<file path="src/rtl/serial_sub8.sv">
// ---------------------------------------------------------------------------
// serial_sub8 -- bit-serial subtractor, Diff = A - B - bIn (mod 2^WIDTH)
//
// One full-subtractor cell handles one bit per clock, LSB first. An accepted
// start captures the operands. WIDTH shift cycles follow. done then pulses
// for one cycle, and diff/bOut hold the result until the next completion or
// until reset.
//
// Ports:
//   clk    in   single clock, rising edge
//   reset  in   synchronous, active-high; overrides everything
//   start  in   request; sampled only while idle
//   A      in   WIDTH-bit minuend, captured on accepted start
//   B      in   WIDTH-bit subtrahend, captured on accepted start
//   bIn    in   borrow-in, captured on accepted start
//   busy   out  high while a subtraction is in progress (WIDTH cycles)
//   done   out  one-cycle completion pulse
//   diff   out  WIDTH-bit result, valid from the done cycle onward
//   bOut   out  final borrow-out (1 when A < B + bIn, unsigned)
// ---------------------------------------------------------------------------
module serial_sub8 #(
    parameter int WIDTH = 8
) (
    input  logic             clk,
    input  logic             reset,
    input  logic             start,
    input  logic [WIDTH-1:0] A,
    input  logic [WIDTH-1:0] B,
    input  logic             bIn,
    output logic             busy,
    output logic             done,
    output logic [WIDTH-1:0] diff,
    output logic             bOut
);

    localparam int CNT_W = (WIDTH > 2) ? $clog2(WIDTH) : 1;
    localparam logic [CNT_W-1:0] LAST_CNT = CNT_W'(WIDTH - 1);

    typedef enum logic {
        IDLE  = 1'b0,
        SHIFT = 1'b1
    } stateType;

    stateType         state;
    stateType         stateNext;

    logic [WIDTH-1:0] regA;
    logic [WIDTH-1:0] regB;
    logic             borrow;
    logic [CNT_W-1:0] cnt;
    logic [WIDTH-1:0] shiftReg;

    logic             dBit;
    logic             borrowNext;
    logic [WIDTH-1:0] shiftNext;
    logic             lastBit;

    // Full-subtractor cell working on the current LSB of the operands.
    assign dBit       = regA[0] ^ regB[0] ^ borrow;
    assign borrowNext = (~regA[0] & regB[0]) | (~(regA[0] ^ regB[0]) & borrow);
    // Result bits enter at the MSB. After WIDTH shifts the first bit sits at bit 0.
    assign shiftNext  = {dBit, shiftReg[WIDTH-1:1]};
    assign lastBit    = (cnt == LAST_CNT);

    // ---------------- state register ----------------
    // NOTE: sequential state uses non-blocking (<=) assignments only. Every
    // flop then samples pre-edge values, whatever order the blocks run in.
    always_ff @(posedge clk) begin
        if (reset) begin
            state <= IDLE;
        end else begin
            state <= stateNext;
        end
    end

    // ---------------- next-state logic ----------------
    // NOTE: default assignment first, so no path leaves stateNext unassigned
    // and no latch is inferred.
    always_comb begin
        stateNext = state;
        case (state)
            IDLE:    if (start)   stateNext = SHIFT;
            SHIFT:   if (lastBit) stateNext = IDLE;
            default:              stateNext = IDLE;
        endcase
    end

    // ---------------- outputs ----------------
    always_comb begin
        busy = (state == SHIFT);
    end

    // ---------------- datapath ----------------
    // NOTE: every register is reset here, shift registers included. An
    // aborted operation must not leave stale operand bits that a later start
    // would only partly overwrite.
    always_ff @(posedge clk) begin
        if (reset) begin
            regA     <= '0;
            regB     <= '0;
            borrow   <= 1'b0;
            cnt      <= '0;
            shiftReg <= '0;
            diff     <= '0;
            bOut     <= 1'b0;
            done     <= 1'b0;
        end else begin
            done <= 1'b0;
            case (state)
                IDLE: begin
                    if (start) begin
                        regA     <= A;
                        regB     <= B;
                        borrow   <= bIn;
                        cnt      <= '0;
                        shiftReg <= '0;
                    end
                end
                SHIFT: begin
                    regA     <= regA >> 1;
                    regB     <= regB >> 1;
                    borrow   <= borrowNext;
                    shiftReg <= shiftNext;
                    cnt      <= cnt + CNT_W'(1);
                    if (lastBit) begin
                        diff <= shiftNext;
                        bOut <= borrowNext;
                        done <= 1'b1;
                    end
                end
                default: ;
            endcase
        end
    end

endmodule
</file>
<file path="config.mk">
export PLATFORM = sky130hd
export DESIGN_NAME = serial_sub8
export DESIGN_NICKNAME = d
export VERILOG_FILES = /design/src/rtl/serial_sub8.sv
export SDC_FILE = /design/constraint.sdc
export NUM_CORES = 1
export LEC_CHECK = 0
export ABC_AREA = 1
export CAP_MARGIN = 10
export CORE_MARGIN = 3
export CORE_UTILIZATION = 61
export DETAILED_ROUTE_END_ITERATION = 16
export DONT_BUFFER_PORTS = 1
export PLACE_DENSITY_LB_ADDON = 0.15
export RECOVER_POWER = 100
export SYNTH_ARGS = -nofsm -noshare
export SYNTH_HDL_FRONTEND = slang
export SYNTH_SLANG_ARGS = --single-unit
export TNS_END_PERCENT = 10
</file>
<file path="constraint.sdc">
create_clock -name clk -period 1.4 [get_ports clk]
set_input_delay 0.42 -clock clk [delete_from_list [all_inputs] [get_ports clk]]
set_output_delay 0.42 -clock clk [all_outputs]
set_load 0.1 [all_outputs]
</file>
### Word-level counts from Yosys, hierarchy flattened

Cells that the tools add are included.
Widths: inputs -> output; s select.

| word-level totals | value |
|---|---|
| latch bits | 0 |
| register bits | 39 |
| output and inout port bits | 11 |
| memories kept | 0 |
| RAM bits | 0 |
| ROM bits | 0 |

| cells by class | value |
|---|---|
| reduce and logical (&&, ||, !) cells | 2 |
| magnitude comparators | 0 |
| shift operators | 0 |
| eq/ne operators | 2 |
| $mul | 0 |
| bitwise gates (word level) | 8 |
| mux-type cells | 14 |
| $add $sub $neg | 1 |
| div/mod/pow operators | 0 |

Operators by type and width:

| kind | number |
|---|---|
| $pmux 8 s2 | 3 |
| $mux 8 | 3 |
| $pmux 3 s2 | 1 |
| $mux 1 | 4 |
| $pmux 1 s2 | 2 |
| $add 3x1->3 const B | 1 |
| $eq 3x3->1 const B | 1 |
| $mux 3 | 1 |
| $not 1->1 | 3 |
| $and 1x1->1 | 2 |
| $ne 2x2->1 const B | 1 |
| $reduce_and 2->1 | 1 |
| $reduce_or 2->1 | 1 |
| $xor 1x1->1 | 2 |
| $or 1x1->1 | 1 |

### Logic depth before layout (Yosys ltp)

| depth | value |
|---|---|
| word-level depth | 5 |
| mapped depth | 7 |
| depth with buffers taken out | 7 |

### Worst setup path after synthesis

OpenSTA, ideal clock, no wires.

| path | value |
|---|---|
| path type | register to register |
| start | register state, in the netlist busy |
| end | register regA[0] |
| stages on the path, launching flop included | 8 |
| data required time | 1.290 ns |
| slack | -0.400 ns |
| data arrival time | 1.690 ns |
| cells stage by stage | dfxtp_1 -> buf_4 -> inv_2 -> buf_6 -> nand3_1 -> nand3_1 -> nand2_1 -> inv_1 |

| between the ends | value |
|---|---|
| cells in the longest elaborated chain, start to end | 2 |

Ends and longest elaborated chain:

| what | RTL line | source |
|---|---|---|
| from (decl) | 44 | `stateType state;` |
| from (signal assigned) | 72 | `state <= stateNext;` |
| $not 1->1 | 109 | `case (state)` |
| $pmux 8 s2 or $ne 2x2->1 (tied branches) | n/a |  |
| to (signal assigned) | 120 | `regA <= regA >> 1;` |
| to (decl) | 47 | `logic [WIDTH-1:0] regA;` |

Several ways; a longest one is shown, not always the timed one.
A chain may end at the register's enable or synchronous reset.

### Final worst setup path

| path | value |
|---|---|
| start | register diff[4] |
| end | output diff[4] |

RTL lines:

| what | RTL line | source |
|---|---|---|
| from (decl) | 32 | `output logic [WIDTH-1:0] diff,` |
| from (signal assigned) | 126 | `diff <= shiftNext;` |

No word-level cell between the ends.

==> flow_summary.ini <==
[critical_path]
crit_slowest_cell = sky130_fd_sc_hd__dfxtp_1
critical_path_peak_fanout = 2
critical_path_buffers_and_inverters = 1
timing.critical_path.slowest_cell_delay_ns = 0.41
crit_required_ns = 0.98
timing.critical_path.from_type = flop
worst_setup_path_end_kind = output port
critical_path_cell_count = 1
path_cells = buf_12
worst_path_dominant_cell_family = flip-flops
rrSetupSlack_ns = 0.09
criticalPathCategory = flop to output port
worst_r2r_path_depth = 7
timing.critical_path.arrival_ns = 0.95

[die]
floorplan.initialDensity_pct = 67.7
die_w_um = 56.7
row_count = 17
fp.dieH_um = 56.7
fp.dieArea_um2 = 3220
coreArea_um2 = 2320
ioPinCount = 31

[synthesis]
postSynthRegisterBits = 38
post_synth_main_area_contributors = sky130_fd_sc_hd__dfxtp_1 48%, sky130_fd_sc_hd__nand2_1 20%, sky130_fd_sc_hd__nand3_1 13%
syn-mean-instance-area_um2 = 7.24
synthesis.area_um2 = 1570
synthesis.nets = 240
post_synth_num_cell_types = 16
synthCells = 217
synth-warning-count = 0
synthDominantAreaCellType = sky130_fd_sc_hd__dfxtp_1
yosys_top_cell_area_share_pct = 48.4
ys_seq_area_share_pct = 48.4

[placement]
placedInstanceArea_um2 = 1790
place_ws_ns = 0.175
io_buffers = 0
dp_hpwl_um = 2220
place.gp.congestion = 0.722

[grt]
track_usage_pct = 21.9
grt_first_pass_wirelength_um = 5620
via_count_of_the_first_global_routing_pass = 1332
globalRoute.totalOverflow = 0
grt_start_max_net_pins = 21
antenna_found_initial = 0

[clock_tree]
clkLatencyLatePin_ns = 0.34
tritoncts = done
clock_slew_at_reported_path_ffs_ns = 0.13
clk_path_buf_depth = 2
clk_root_buffer_cell = sky130_fd_sc_hd__clkbuf_4
h_tree_lvl_count = 2
numClockSinks = 38
cts_inserted_buffers = 5

[job]
max_cap_viol_count = 0

[timing]
final-hold-violation-count = 0
rsz0062_at_grt = no
fmax_mhz = 730
finalWorstPathRequiredPeriod_ns = 1.37
final.hold.worst_slack_ns = 0.128
max_slew.worst_pin.slew_ns = 0.299
timing_max_transition_violations_final = 0
setup-violations-final = 0
final.setup.tns_ns = 0
clock_skew_ns = 0.0148
timing.final.crit_share_pct = 97.9
timing.final.ws_setup_ns = 0.0294
slew_headroom_pct = 80.0

[drt]
first_pass_iters = 4
drt-vias-per-instance = 5.37
drt-total-wl_um = 3220
wire_per_inst_um = 12.5
antenna_violating_nets_left = 0
detail_route.drc_violations = 0
drt-initial-drc-count = 69
routed-via-count = 1379

[power]
peakVddDrop_mv = 1.37
p_leak_nw = 0.890
total_power_draw_mw = 2.07
powerDensity_nw_per_um2 = 1140

[layout]
area_delta_synth_final_pct = 15.8
final_design_area_no_fill_um2 = 1820
n_fill_cell = 160
final_layout_size_suffix_gt1_share_pct = 12.2
ff_latch_area_um2 = 766
layout.nets = 251
multi_input_area_um2 = 656
num_antenna_cells = 0

[worst_hold_path]
hold_class = primary input to flop
timing.hold.worst_path_depth = 1

[outcome]
outcome = complete, no violations
## worst paths after layout
| kind | startpoint | end |
|---|---|---|
| setup / recovery | diff[4] | diff[4] |
| hold / removal | reset | shiftReg[3] |
| setup reg to reg | busy | regB[1] |
| hold reg to reg | shiftReg[1] | diff[0] |
## repair_timing
action	in CTS	in global routing
setup buffers	2	0
resized for setup	0	1
hold buffers	0	0
pin swaps	0	0
endpoints found under the hold margin	0	0
setup endpoints to repair	1	1
## registers in the layout, indices dropped and copies added (netlist names)
signal,count
bOut,1
shiftReg,7
busy,1
done,1
diff,8
cnt,3
regB,8
borrow,1
regA,8
## cell families (layout without fill, tap and decap cells)
group,after synthesis,in the layout,synth area share (%)
compound gates,13,13,4.14
fa+ha+maj,3,3,2.87
flops,38,38,48.4
buf+inv,33,45,9.80
simple gates,130,130,34.7
## placed cells by master, fill, tap and decap left out, types with 2 or more instances in the layout
| cell type | count |
|---|---|
| sky130_fd_sc_hd__buf_6 | 7 |
| sky130_fd_sc_hd__ha_1 | 2 |
| sky130_fd_sc_hd__a21oi_1 | 12 |
| sky130_fd_sc_hd__nand2_1 | 85 |
| sky130_fd_sc_hd__inv_2 | 2 |
| sky130_fd_sc_hd__clkinvlp_4 | 2 |
| sky130_fd_sc_hd__inv_1 | 20 |
| sky130_fd_sc_hd__clkbuf_4 | 5 |
| sky130_fd_sc_hd__dfxtp_1 | 36 |
| sky130_fd_sc_hd__buf_12 | 4 |
| sky130_fd_sc_hd__nand3_1 | 40 |
| sky130_fd_sc_hd__nor2_1 | 4 |
| sky130_fd_sc_hd__buf_4 | 3 |
## synth_stat cells
cell type and count:
sky130_fd_sc_hd__nor2_4 1, sky130_fd_sc_hd__dfxtp_1 38, sky130_fd_sc_hd__inv_1 19, sky130_fd_sc_hd__inv_2 3
sky130_fd_sc_hd__nand2_1 85, sky130_fd_sc_hd__clkbuf_1 2, sky130_fd_sc_hd__buf_2 3, sky130_fd_sc_hd__nand3_1 40
sky130_fd_sc_hd__buf_4 3, sky130_fd_sc_hd__nor2_1 4, sky130_fd_sc_hd__ha_1 2, sky130_fd_sc_hd__o21ai_1 1
sky130_fd_sc_hd__a21oi_1 12, sky130_fd_sc_hd__fa_1 1, sky130_fd_sc_hd__buf_6 2, sky130_fd_sc_hd__buf_1 1
## metrics by stage
stage / std cells / utilization [%]
3_3_place_gp: 247 / 77.0
6_report: 257 / 78.4
2_1_floorplan: 217 / -
4_1_cts: 257 / 81.2
5_1_grt: 257 / 78.4
3_5_place_dp: 247 / 77.0
## layer usage
layer  up-vias  part of all wire [%]  GRT usage (%)
met4         0                   2.8           10.3
met3        11                   7.8           5.06
met2        52                    48           36.1
met1       616                    41           26.8
met5         -                     0              0
li1        700                     -              -
## report_power, final
group	switching [mW]	total (mW)	internal (mW)
sequential	0.0212	1.14	1.12
clock	0.365	0.740	0.375
combinational	0.121	0.192	0.0707
## cell type report
type / count / area share, %
tap: 28 / 1.93
sequential: 38 / 42.1
clock buffer: 5 / 2.06
inverter: 22 / 4.54
multi-input combinational: 146 / 36.1
clock inverter: 3 / 2.48
timing repair buffer: 15 / 10.8
No activity file was read; power rests on OpenSTA's default activity.
